--- src/rtl/iter_func_pkg.sv ---
// Shared types and constants for the iterative function unit.
package iter_func_pkg;

  typedef enum logic [1:0] {
    OP_DBL  = 2'd0,
    OP_MULX = 2'd1,
    OP_CAT  = 2'd2,
    OP_PASS = 2'd3
  } op_e;

  typedef enum logic [1:0] {
    IDLE = 2'd0,
    RUN  = 2'd1,
    DONE = 2'd2
  } state_e;

  localparam int CAT_LO_W       = 16;
  localparam int MULX_FLIP_MASK = 1;

endpackage

--- src/rtl/iter_func_unit_if.sv ---
// Operand-in / result-out stream bundle for iter_func_unit.
interface iter_func_unit_if #(
  parameter int NUM_W = 32,
  parameter int RND_W = 5
);
  // Both streams use valid/ready: a beat transfers on a rising clk edge where
  // valid && ready; once valid is raised the sender holds payload and valid
  // stable until that edge, and ready may change freely.
  logic             in_valid;
  logic             in_ready;
  logic [1:0]       in_op;
  logic [RND_W-1:0] in_rounds;
  logic [NUM_W-1:0] in_num;
  logic             out_valid;
  logic             out_ready;
  logic [NUM_W-1:0] out_data;

  modport master (
    output in_valid, in_op, in_rounds, in_num, out_ready,
    input  in_ready, out_valid, out_data
  );

  modport slave (
    input  in_valid, in_op, in_rounds, in_num, out_ready,
    output in_ready, out_valid, out_data
  );
endinterface

--- src/rtl/iter_func_step.sv ---
// One combinational iteration: a doubling step or one shift-add multiply step.
module iter_func_step
  import iter_func_pkg::*;
#(
  parameter int NUM_W = 32
) (
  input  op_e              op,
  input  logic [NUM_W-1:0] acc,
  input  logic [NUM_W-1:0] mcand,
  input  logic             mbit,
  output logic [NUM_W-1:0] acc_next
);

  always_comb begin
    acc_next = acc;
    case (op)
      OP_DBL:  acc_next = acc << 1;
      OP_MULX: acc_next = mbit ? (acc + mcand) : acc;
      default: acc_next = acc;
    endcase
  end

endmodule

--- src/rtl/iter_func_unit.sv ---
// Sequential evaluator: repeated doubling, bit-tweaked multiply, concatenation,
// pass-through. One tuple in flight; result held in DONE until taken.
module iter_func_unit
  import iter_func_pkg::*;
#(
  parameter int NUM_W = 32,
  parameter int RND_W = 5
) (
  input  logic              clk,
  input  logic              rst_n,
  iter_func_unit_if.slave   bus,
  output state_e            dbg_state
);

  state_e           state_q, state_d;
  op_e              op_q, op_d;
  logic [NUM_W-1:0] acc_q, acc_d;
  logic [NUM_W-1:0] mcand_q, mcand_d;
  logic [RND_W-1:0] mplier_q, mplier_d;
  logic [RND_W-1:0] cnt_q, cnt_d;
  logic [NUM_W-1:0] out_data_q, out_data_d;
  logic [NUM_W-1:0] acc_next;

  iter_func_step #(.NUM_W(NUM_W)) u_step (
    .op       (op_q),
    .acc      (acc_q),
    .mcand    (mcand_q),
    .mbit     (mplier_q[0]),
    .acc_next (acc_next)
  );

  always_comb begin
    state_d    = state_q;
    op_d       = op_q;
    acc_d      = acc_q;
    mcand_d    = mcand_q;
    mplier_d   = mplier_q;
    cnt_d      = cnt_q;
    out_data_d = out_data_q;
    case (state_q)
      IDLE: begin
        if (bus.in_valid) begin
          op_d = op_e'(bus.in_op);
          case (op_e'(bus.in_op))
            OP_DBL: begin
              acc_d = bus.in_num;
              cnt_d = bus.in_rounds;
              if (bus.in_rounds == '0) begin
                out_data_d = bus.in_num;
                state_d    = DONE;
              end else begin
                state_d = RUN;
              end
            end
            OP_MULX: begin
              // Multiplier is rounds with bit0 flipped, consumed LSB first.
              acc_d    = '0;
              mcand_d  = bus.in_num;
              mplier_d = bus.in_rounds ^ RND_W'(MULX_FLIP_MASK);
              cnt_d    = RND_W'(RND_W);
              state_d  = RUN;
            end
            OP_CAT: begin
              out_data_d = NUM_W'({bus.in_num[CAT_LO_W-1:0], bus.in_rounds[0]});
              state_d    = DONE;
            end
            default: begin
              out_data_d = bus.in_num;
              state_d    = DONE;
            end
          endcase
        end
      end
      RUN: begin
        acc_d    = acc_next;
        mcand_d  = mcand_q << 1;
        mplier_d = mplier_q >> 1;
        cnt_d    = cnt_q - 1'b1;
        if (cnt_q == RND_W'(1)) begin
          out_data_d = acc_next;
          state_d    = DONE;
        end
      end
      DONE: begin
        if (bus.out_ready) state_d = IDLE;
      end
      default: state_d = IDLE;
    endcase
  end

  always_ff @(posedge clk or negedge rst_n) begin
    if (!rst_n) begin
      state_q    <= IDLE;
      op_q       <= OP_DBL;
      acc_q      <= '0;
      mcand_q    <= '0;
      mplier_q   <= '0;
      cnt_q      <= '0;
      out_data_q <= '0;
    end else begin
      state_q    <= state_d;
      op_q       <= op_d;
      acc_q      <= acc_d;
      mcand_q    <= mcand_d;
      mplier_q   <= mplier_d;
      cnt_q      <= cnt_d;
      out_data_q <= out_data_d;
    end
  end

  assign bus.in_ready  = (state_q == IDLE);
  assign bus.out_valid = (state_q == DONE);
  assign bus.out_data  = out_data_q;
  assign dbg_state     = state_q;

endmodule

--- src/flat_wrapper.sv ---
// flat-port wrapper written by rule: the top's interface ports become plain ports
module iter_func_unit_flat import iter_func_pkg::*;
#(
  parameter int NUM_W = 32,
  parameter int RND_W = 5
)
  (clk, rst_n, dbg_state, bus_in_valid, bus_in_op, bus_in_rounds, bus_in_num, bus_out_ready, bus_in_ready, bus_out_valid, bus_out_data);
  iter_func_unit_if #(.NUM_W(NUM_W), .RND_W(RND_W)) bus_i ();
  input  logic clk;
  input  logic rst_n;
  output state_e dbg_state;
  input wire logic [$bits(bus_i.in_valid)-1:0] bus_in_valid;
  input wire logic [$bits(bus_i.in_op)-1:0] bus_in_op;
  input wire logic [$bits(bus_i.in_rounds)-1:0] bus_in_rounds;
  input wire logic [$bits(bus_i.in_num)-1:0] bus_in_num;
  input wire logic [$bits(bus_i.out_ready)-1:0] bus_out_ready;
  output wire logic [$bits(bus_i.in_ready)-1:0] bus_in_ready;
  output wire logic [$bits(bus_i.out_valid)-1:0] bus_out_valid;
  output wire logic [$bits(bus_i.out_data)-1:0] bus_out_data;
  assign bus_i.in_valid = bus_in_valid;
  assign bus_i.in_op = bus_in_op;
  assign bus_i.in_rounds = bus_in_rounds;
  assign bus_i.in_num = bus_in_num;
  assign bus_i.out_ready = bus_out_ready;
  assign bus_in_ready = bus_i.in_ready;
  assign bus_out_valid = bus_i.out_valid;
  assign bus_out_data = bus_i.out_data;
  iter_func_unit #(.NUM_W(NUM_W), .RND_W(RND_W)) u_core (.clk(clk), .rst_n(rst_n), .bus(bus_i), .dbg_state(dbg_state));
endmodule
--- config.mk ---
export PLATFORM = sky130hd
export DESIGN_NAME = iter_func_unit_flat
export DESIGN_NICKNAME = d
export VERILOG_FILES = /design/src/rtl/iter_func_pkg.sv /design/src/rtl/iter_func_unit_if.sv /design/src/rtl/iter_func_step.sv /design/src/rtl/iter_func_unit.sv /design/src/flat_wrapper.sv
export SDC_FILE = /design/constraint.sdc
export NUM_CORES = 1
export LEC_CHECK = 0
export BUFFER_PORTS_ARGS = -buffer_cell sky130_fd_sc_hd__buf_2
export CAP_MARGIN = 10
export CORE_UTILIZATION = 45
export DETAILED_ROUTE_END_ITERATION = 10
export PLACE_DENSITY = 0.68
export REMOVE_ABC_BUFFERS = 1
export SETUP_SLACK_MARGIN = 0.3
export SYNTH_ARGS = -nofsm -noshare
export SYNTH_HDL_FRONTEND = slang
export SYNTH_SLANG_ARGS = --single-unit
--- constraint.sdc ---
create_clock -name clk -period 2.6 [get_ports clk]
set_input_delay 0 -clock clk [delete_from_list [all_inputs] [get_ports clk]]
set_output_delay 0 -clock clk [all_outputs]
set_load 0.03 [all_outputs]
## After elaboration in Yosys (flattened, before gate mapping)

Index checks and enable logic that the tools add are counted.

- Equal/unequal tests: 13
- Divide/modulo/power cells: 0
- Order comparisons: 0
- Reduce and logical (&&, ||, !) cells: 10
- Add/sub/neg operators: 2
- Bitwise gates (word level): 1
- Multiply operators: 0
- Shift operators: 0
- Mux-type cells: 25

Operators by type and width:

| kind | number |
|---|---|
| $pmux 32 s2 | 5 |
| $mux 32 | 7 |
| $pmux 32 s3 | 1 |
| $add 32x32->32 | 1 |
| $pmux 5 s2 | 3 |
| $mux 5 | 3 |
| $reduce_and 3->1 | 3 |
| $mux 2 | 4 |
| $eq 2x1->1 const B | 3 |
| $logic_not 2->1 | 3 |
| $ne 2x2->1 const B | 3 |
| $pmux 2 s3 | 1 |
| $eq 5x1->1 const B | 1 |
| $logic_not 5->1 | 1 |
| $reduce_and 5->1 | 1 |
| $sub 5x1->5 const B | 1 |
| $eq 2x2->1 const B | 2 |
| $ne 2x1->1 const B | 2 |
| $pmux 2 s2 | 1 |
| $ne 3x1->1 const B | 1 |
| $ne 3x2->1 const B | 1 |
| $reduce_and 2->1 | 1 |
| $reduce_bool 2->1 | 1 |
| $not 1->1 | 1 |

- Register bits: 110
- Memory bits (read-only): 0
- Input bits: 43
- Logic and storage cells: 58
- Memory bits (writable): 0
- Bits in latches: 0
- Output and inout bits: 36
- Memories: 0

## Logic depth before layout (Yosys ltp)

Gate-level depths: netlist (run 1).

- Word-level depth: 5
- Gate-level depth with buffers: 11
- Gate-level depth less buffers: 11

## Hierarchy

A second synthesis (run 1) with hierarchy kept.

- Cells, all modules: 890
- Area, all modules: 7586.0 um^2

Modules (own cells, without submodules):

| module | times used | seq. area each (um^2) | cells each | area an instance (um^2) |
|---|---|---|---|---|
| iter_func_unit | 1 | 2752.6 | 549 | 5290.1 |
| iter_func_step | 1 | 0.0 | 341 | 2296.0 |

## Worst setup path before layout (run 1)

No wires, ideal clock.

- Kind: register to register
- Start: register u_core.mcand_q[1]
- End: register u_core.acc_q[31]
- Slack: 0.086 ns
- Buffers on the path: 0
- Data arrival time: 2.436 ns
- Cell stages (with the launch flop): 10
- Library setup time: 0.077 ns
- Required time: 2.523 ns
- Period minus slack after synthesis: 2.514 ns
- Path through: dfrtp_1 -> ha_1 -> a211o_1 -> a211o_1 -> o2bb2ai_1 -> o2111a_1 -> or3_1 -> a41oi_1 -> o21ai_1 -> a21oi_1

- Word-level cells in the longest chain between the ends: 4

RTL lines:

| item | RTL line | RTL |
|---|---|---|
| from (decl) | iter_func_unit.sv:18 | `logic [NUM_W-1:0] mcand_q, mcand_d;` |
| from (signal assigned) | iter_func_unit.sv:104 | `mcand_q <= mcand_d;` |
| $add 32x32->32 | iter_func_step.sv:18 | `OP_MULX: acc_next = mbit ? (acc + mcand) : acc;` |
| $mux 32 | iter_func_step.sv:18 |  |
| $pmux 32 s2 | iter_func_step.sv:16 | `case (op)` |
| $pmux 32 s2 | iter_func_unit.sv:40 | `case (state_q)` |
| to (signal assigned) | iter_func_unit.sv:95 | `acc_q <= '0;` |
| to (signal assigned) | iter_func_unit.sv:103 | `acc_q <= acc_d;` |
| to (decl) | iter_func_unit.sv:17 | `logic [NUM_W-1:0] acc_q, acc_d;` |

Every way passes these cells.
A chain may end at the register's enable or synchronous reset.

## Final worst setup path (run 1)

- Start: register u_core.acc_q[1]
- End: register u_core.out_data_q[25], in the netlist u_core.bus.out_data[25]

- Word-level cells in the longest chain between the ends: 5

RTL lines:

| item | RTL line | RTL |
|---|---|---|
| $add 32x32->32 | iter_func_step.sv:18 |  |
| $mux 32 | iter_func_step.sv:18 |  |
| $pmux 32 s2 | iter_func_step.sv:16 |  |
| $mux 32 | iter_func_unit.sv:79 | `if (cnt_q == RND_W'(1)) begin` |
| $pmux 32 s2 | iter_func_unit.sv:40 |  |
| to (signal assigned) | iter_func_unit.sv:107 | `out_data_q <= out_data_d;` |
| to (decl) | iter_func_unit.sv:21 | `logic [NUM_W-1:0] out_data_q, out_data_d;` |

Every way passes these cells. The select of a mux whose other input is x is not followed.

==> impl_metrics.env, run 1 <==
export IMPL_clk_insertion_delay_late_ns=0.37
export IMPL_clock_sinks=110
export IMPL_tns_ns=-0.225
export IMPL_cts_root_buf="clkbuf_16"
export IMPL_ant_nets=0
export IMPL_finalMaxSlewViolations=0
export IMPL_max_freq_mhz=374
export IMPL_drtPass1Iterations=4
export IMPL_yosys_warnings=0
export IMPL_die_area_sq_um=16900
export IMPL_fillers=1323
export IMPL_ys_flop_type="dfrtp_1"
export IMPL_min_path_type="in -> reg"
export IMPL_dp_hpwl_microns=16100
export IMPL_timing_slew_headroom_pct=42.8
export IMPL_synth_edff_count=0
export IMPL_htreeDepth=3
export IMPL_cts_buffers=9
export IMPL_setup_slack_ns=-0.0722
export IMPL_fin_util_pct=65.1
export IMPL_core_area_sq_um=15900
export IMPL_drt_wl_total_microns=24600
export IMPL_wire_per_inst_microns=18.4
export IMPL_dp_slack_ns=-0.127
export IMPL_tightestPinTransition_ns=0.858
export IMPL_grt_ovfl_total=0
export IMPL_start_kind="flop"
export IMPL_io_buffers=78
export IMPL_yosysMostFrequentCell="nand2_1"
export IMPL_met3_usage_pct=3.24
export IMPL_violations="negative setup slack"
export IMPL_drive_gt1_share_pct=32.1
export IMPL_status="finished with violations"
export IMPL_hold_viol=0
export IMPL_grt_pass1_wl_microns=38300
export IMPL_yosysUniqueCellTypes=61
export IMPL_place_congestion=0.950
export IMPL_synth_seq_cells=110
export IMPL_antenna_found_initial=0
export IMPL_period_needed_ns=2.67
export IMPL_row_count=46
export IMPL_ys_top_cells_by_count="nand2_1 (143), dfrtp_1 (110), nor2_1 (104), a21oi_1 (96), a31oi_1 (62)"
export IMPL_synth_yosys_seq_area_share_pct=37.3
export IMPL_max_cap_violations=0
export IMPL_yosysTopAreaCell="dfrtp_1"
export IMPL_die_width_microns=130
export IMPL_grt_pass1_vias=7502
export IMPL_cp_end_kind="flop"
export IMPL_drcViolationCount=0
export IMPL_arrival_ns=2.92
export IMPL_dpl_cell_count=1249
export IMPL_antenna_cells=0
export IMPL_grt_use_met2_pct=46.6
export IMPL_syn_inst=908
export IMPL_clock_path_buffers=2
export IMPL_synthTopCellsByArea="dfrtp_1 (37%), nand2_1 (7.3%), a21oi_1 (6.5%)"
export IMPL_clkTransAtPathRegs_ns=0.08
export IMPL_rsz0062_at_grt="true"
export IMPL_top_level_ports=79
export IMPL_grt_busiest_layer="met2"
export IMPL_synth_cell_area_sq_um=7390
export IMPL_cts_tree="built"
export IMPL_syn2layout_area_growth_pct=40.4
export IMPL_stdcell_count=1338
export IMPL_setup_viol=9
export IMPL_fin_worst_skew_ns=0.0122
export IMPL_final_nets=1194
export IMPL_grt_use_total_pct=29.1
export IMPL_critPathRequiredTime_ns=2.85
export IMPL_start_util_pct=46.3
export IMPL_met1_usage_pct=40.5
export IMPL_synth_avg_cell_area_sq_um=8.14
export IMPL_first_iter_violations=630
export IMPL_vias=7922
export IMPL_vias_per_cell=5.92
export IMPL_die_h_microns=130
export IMPL_finalCritPeriodShare_pct=103
export IMPL_synthArstFlopShare_pct=100
export IMPL_worst_path_max_fanout=4
export IMPL_grt_start_max_net_pins=48
export IMPL_worst_setup_path_type="reg -> reg"
export IMPL_synth_top_area_share_pct=37.3
[path summary, 6_finish.rpt]
check,startpoint,to,slack [ns],cells past startpoint
min reg2reg,u_core.bus.out_data[15],u_core.bus.out_data[15],0.48,2
max,u_core.acc_q[1],u_core.bus.out_data[25],-0.07,10
max in group asynchronous,rst_n,u_core.acc_q[23],1.68,3
min in group asynchronous,rst_n,u_core.bus.out_data[17],0.20,2
max reg2reg,u_core.acc_q[1],u_core.bus.out_data[25],-0.07,10
min,bus_in_valid,u_core.op_q[1],0.11,3
[critical path: stages, from the launching register on]
cell	delay [ns]
dfrtp_1	0.42
ha_4	0.25
a211o_1	0.32
a211o_1	0.37
nand4_1	0.20
o211ai_4	0.13
buf_6	0.15
a221oi_4	0.26
xnor2_1	0.13
o21ai_2	0.22
a21oi_1	0.10
[flip-flops by register name, summed over array words and instances, names as in the netlist]
register	count
u_core.mcand_q	32
u_core.op_q	2
u_core.acc_q	32
u_core.mplier_q	5
u_core.bus.out_data	32
u_core.dbg_state	2
u_core.cnt_q	5
[kinds of logic (layout without fill, tap and decap cells)]
group	after synthesis	after routing	share of synthesized area [%]
multiplexers	18	18	2.69
AO/OA/AOI/OAI	335	335	29.5
adder cells (fa/ha/maj)	34	34	5.86
XOR/XNOR	24	24	2.85
AND/OR/NAND/NOR	312	312	18.0
buffers and inverters	75	289	3.86
flip-flops	110	110	37.3
[cell usage in the layout (no fill, tap or decap), drive strengths merged, types with 9 or more instances in the layout]
master	instances
a21o	23
a21oi	98
a31oi	62
and3	10
buf	215
clkbuf	11
dfrtp	110
dlygate4sd3	41
ha	33
inv	17
mux2	15
nand2	144
nand3	13
nor2	104
o21ai	60
o221ai	13
o22a	9
xnor2	13
xor2	11
[what timing repair did]
item	CTS	global route
setup endpoints to repair	50	54
endpoints found under the hold margin	126	0
hold buffers	41	0
pin swaps	45	53
buffers inserted	13	19
resized for setup	79	65
gates cloned	0	0
[cell type report]
| class | count | area [sq um] | area share, % |
|---|---|---|---|
| multi-input combinational | 723 | 5050 | 48.6 |
| sequential | 110 | 2750 | 26.5 |
| timing repair buffer | 256 | 1940 | 18.7 |
| tap | 216 | 270 | 2.61 |
| clock buffer | 11 | 243 | 2.34 |
| inverter | 17 | 66.3 | 0.639 |
| clock inverter | 5 | 57.6 | 0.555 |
[routing by layer]
layer / vias up / part of all wire [%]
met1: 3873 / 46
li1: 3744 / -
met5: - / 0
met2: 267 / 47
met3: 38 / 5.0
met4: 0 / 2.2
[through the flow]
stage,cell area [sq um],hold WS [ns]
finish,10400,0.110
global route,10400,0.125
CTS,9910,0.0933
detailed placement,8690,0.0657
global placement,8690,0.0652
floorplan,7170,-0.296
Power of run 1 is left out: the tool's default activity adds up to more than one toggle a clock period on the data nets, which glitch-free logic cannot reach.
==> run 2: changes to the inputs <==
CELL_PAD_IN_SITES_DETAIL_PLACEMENT = 0   (was unset)
CELL_PAD_IN_SITES_GLOBAL_PLACEMENT = 1   (was unset)
CORE_UTILIZATION = 40   (was 45)
PLACE_DENSITY = 0.78   (was 0.68)
==> impl_metrics.env, run 2 (synthesized netlist as in run 1, its figures left out) <==
export IMPL_status="finished with violations"
export IMPL_violations="negative setup slack"
export IMPL_final_nets=1180
export IMPL_critPathRequiredTime_ns=2.90
export IMPL_dp_hpwl_microns=16800
export IMPL_grt_pass1_wl_microns=39000
export IMPL_clkTransAtPathRegs_ns=0.08
export IMPL_io_buffers=78
export IMPL_drt_wl_total_microns=24300
export IMPL_worst_setup_path_type="reg -> reg"
export IMPL_cts_root_buf="clkbuf_16"
export IMPL_fin_worst_skew_ns=0.0121
export IMPL_holdWs_ns=0.0125
export IMPL_cts_tree="built"
export IMPL_min_path_type="in -> reg"
export IMPL_rsz0062_at_grt="true"
export IMPL_tightestPinTransition_ns=0.844
export IMPL_first_iter_violations=582
export IMPL_period_needed_ns=2.62
export IMPL_worst_path_max_fanout=4
export IMPL_setup_slack_ns=-0.0232
export IMPL_vias_per_cell=5.67
export IMPL_die_area_sq_um=19000
export IMPL_syn2layout_area_growth_pct=40.0
export IMPL_clock_sinks=110
export IMPL_antenna_cells=0
export IMPL_max_cap_violations=0
export IMPL_cp_end_kind="flop"
export IMPL_drcViolationCount=0
export IMPL_grt_pass1_vias=7365
export IMPL_grt_use_total_pct=26.7
export IMPL_crit_buf_inv=0
export IMPL_hold_viol=0
export IMPL_finalCritPeriodShare_pct=101
export IMPL_routed_wl_met2_microns=11600
export IMPL_die_width_microns=138
export IMPL_setup_viol=7
export IMPL_drive_gt1_share_pct=31.9
export IMPL_ant_nets=0
export IMPL_drtPass1Iterations=5
export IMPL_clock_path_buffers=2
export IMPL_arrival_ns=2.92
export IMPL_place_congestion=0.895
export IMPL_clk_insertion_delay_late_ns=0.37
export IMPL_wire_per_inst_microns=18.2
export IMPL_layout_common_cells="nand2_1 (139), buf_4 (110), dfrtp_1 (110), nor2_1 (98), buf_2 (77)"
export IMPL_layout_commonest_cell="nand2_1"
export IMPL_cp_cell_sequence="ha_1 > a211o_1 > a211o_1 > o2bb2ai_2 > o2111a_1 > or3_1 > a41oi_2 > o21ai_2 > a21oi_1"
export IMPL_top_level_ports=79
export IMPL_row_count=49
export IMPL_antenna_found_initial=0
export IMPL_core_area_sq_um=18000
export IMPL_finalMaxSlewViolations=0
export IMPL_max_freq_mhz=381
export IMPL_start_util_pct=41.0
export IMPL_grt_start_max_net_pins=111
export IMPL_grt_ovfl_total=0
export IMPL_vias=7586
export IMPL_wl_met3_microns=907
export IMPL_htreeDepth=3
export IMPL_cts_buffers=9
export IMPL_routed_top_layer="met4"
export IMPL_die_h_microns=138
export IMPL_start_kind="flop"
export IMPL_crit_path_top_delay_cell="dfrtp_1"
export IMPL_timing_slew_headroom_pct=43.6
export IMPL_m1WireLength_microns=11400
export IMPL_crit_family="compound AO/OA/AOI/OAI gates"
export IMPL_cpPeakStageDelay_ns=0.39
export IMPL_cpMostUsedCell="a211o_1"
[run 2: changes by cell type in the layout (fill, tap and decap cells not counted), moves of 3 or more]
cell | before | now
o21ai_2 | 6 | 10
o21ai_1 | 21 | 15
a21oi_2 | 16 | 21
a21oi_1 | 77 | 70
buf_4 | 117 | 110
nand2_2 | 5 | 2
buf_6 | 18 | 13
[run 2: stage by stage]
stage / setup TNS, ns / std cells / utilization [%] / setup slack [ns] / instance area (sq um)
floorplan: -128.86 / 850 / - / -2.17 / 7170
global placement: -1.19 / 1261 / 48.2 / -0.125 / 8690
detailed placement: -2.33 / 1261 / 48.2 / -0.202 / 8690
CTS: 0 / 1325 / 55.3 / 0.0153 / 9970
global route: -2.02 / 1337 / 57.4 / -0.146 / 10300
finish: -0.101 / 1337 / 57.4 / -0.0232 / 10300
[run 2: final timing paths]
kind / startpoint / endpoint / slack (ns) / cells past startpoint
setup / recovery: u_core.acc_q[1] / u_core.acc_q[31] / -0.02 / 9
hold / removal: bus_in_rounds[0] / u_core.cnt_q[0] / 0.01 / 3
setup reg to reg: u_core.acc_q[1] / u_core.acc_q[31] / -0.02 / 9
hold reg to reg: u_core.bus.out_data[15] / u_core.bus.out_data[15] / 0.48 / 2
max in group asynchronous: rst_n / u_core.mcand_q[0] / 1.86 / 3
min in group asynchronous: rst_n / u_core.bus.out_data[17] / 0.27 / 3
[run 2: repair_timing]
action / CTS / global route
hold endpoints to repair: 189 / 0
setup endpoints to repair: 50 / 52
resized for setup: 96 / 49
hold buffers: 40 / 0
setup buffers: 8 / 11
cloned: 0 / 0
pin swaps: 63 / 42
[run 2: worst register-to-register path, stage by stage, from the launching register on]
cell	delay, ns
dfrtp_1	0.39
ha_1	0.32
a211o_1	0.29
a211o_1	0.33
o2bb2ai_2	0.17
o2111a_1	0.26
or3_1	0.36
a41oi_2	0.18
o21ai_2	0.10
a21oi_1	0.16
[run 2: layout make-up]
cell class / count / area, sq um
flip-flops and latches: 110 / 2750
repair buffers: 242 / 1800
clock buffers: 12 / 256
fillers: 1682 / 7680
multi-input cells: 723 / 5110
inverters: 17 / 63.8
well taps: 229 / 287
clock inverters: 4 / 76.3
[run 2: routing by layer]
layer  track usage (%)  vias up
met5                 0        -
met1              35.8     3643
li1                  -     3722
met4              8.64        0
met2              44.6      190
met3              2.81       31
Power of run 2 is left out for the same reason.
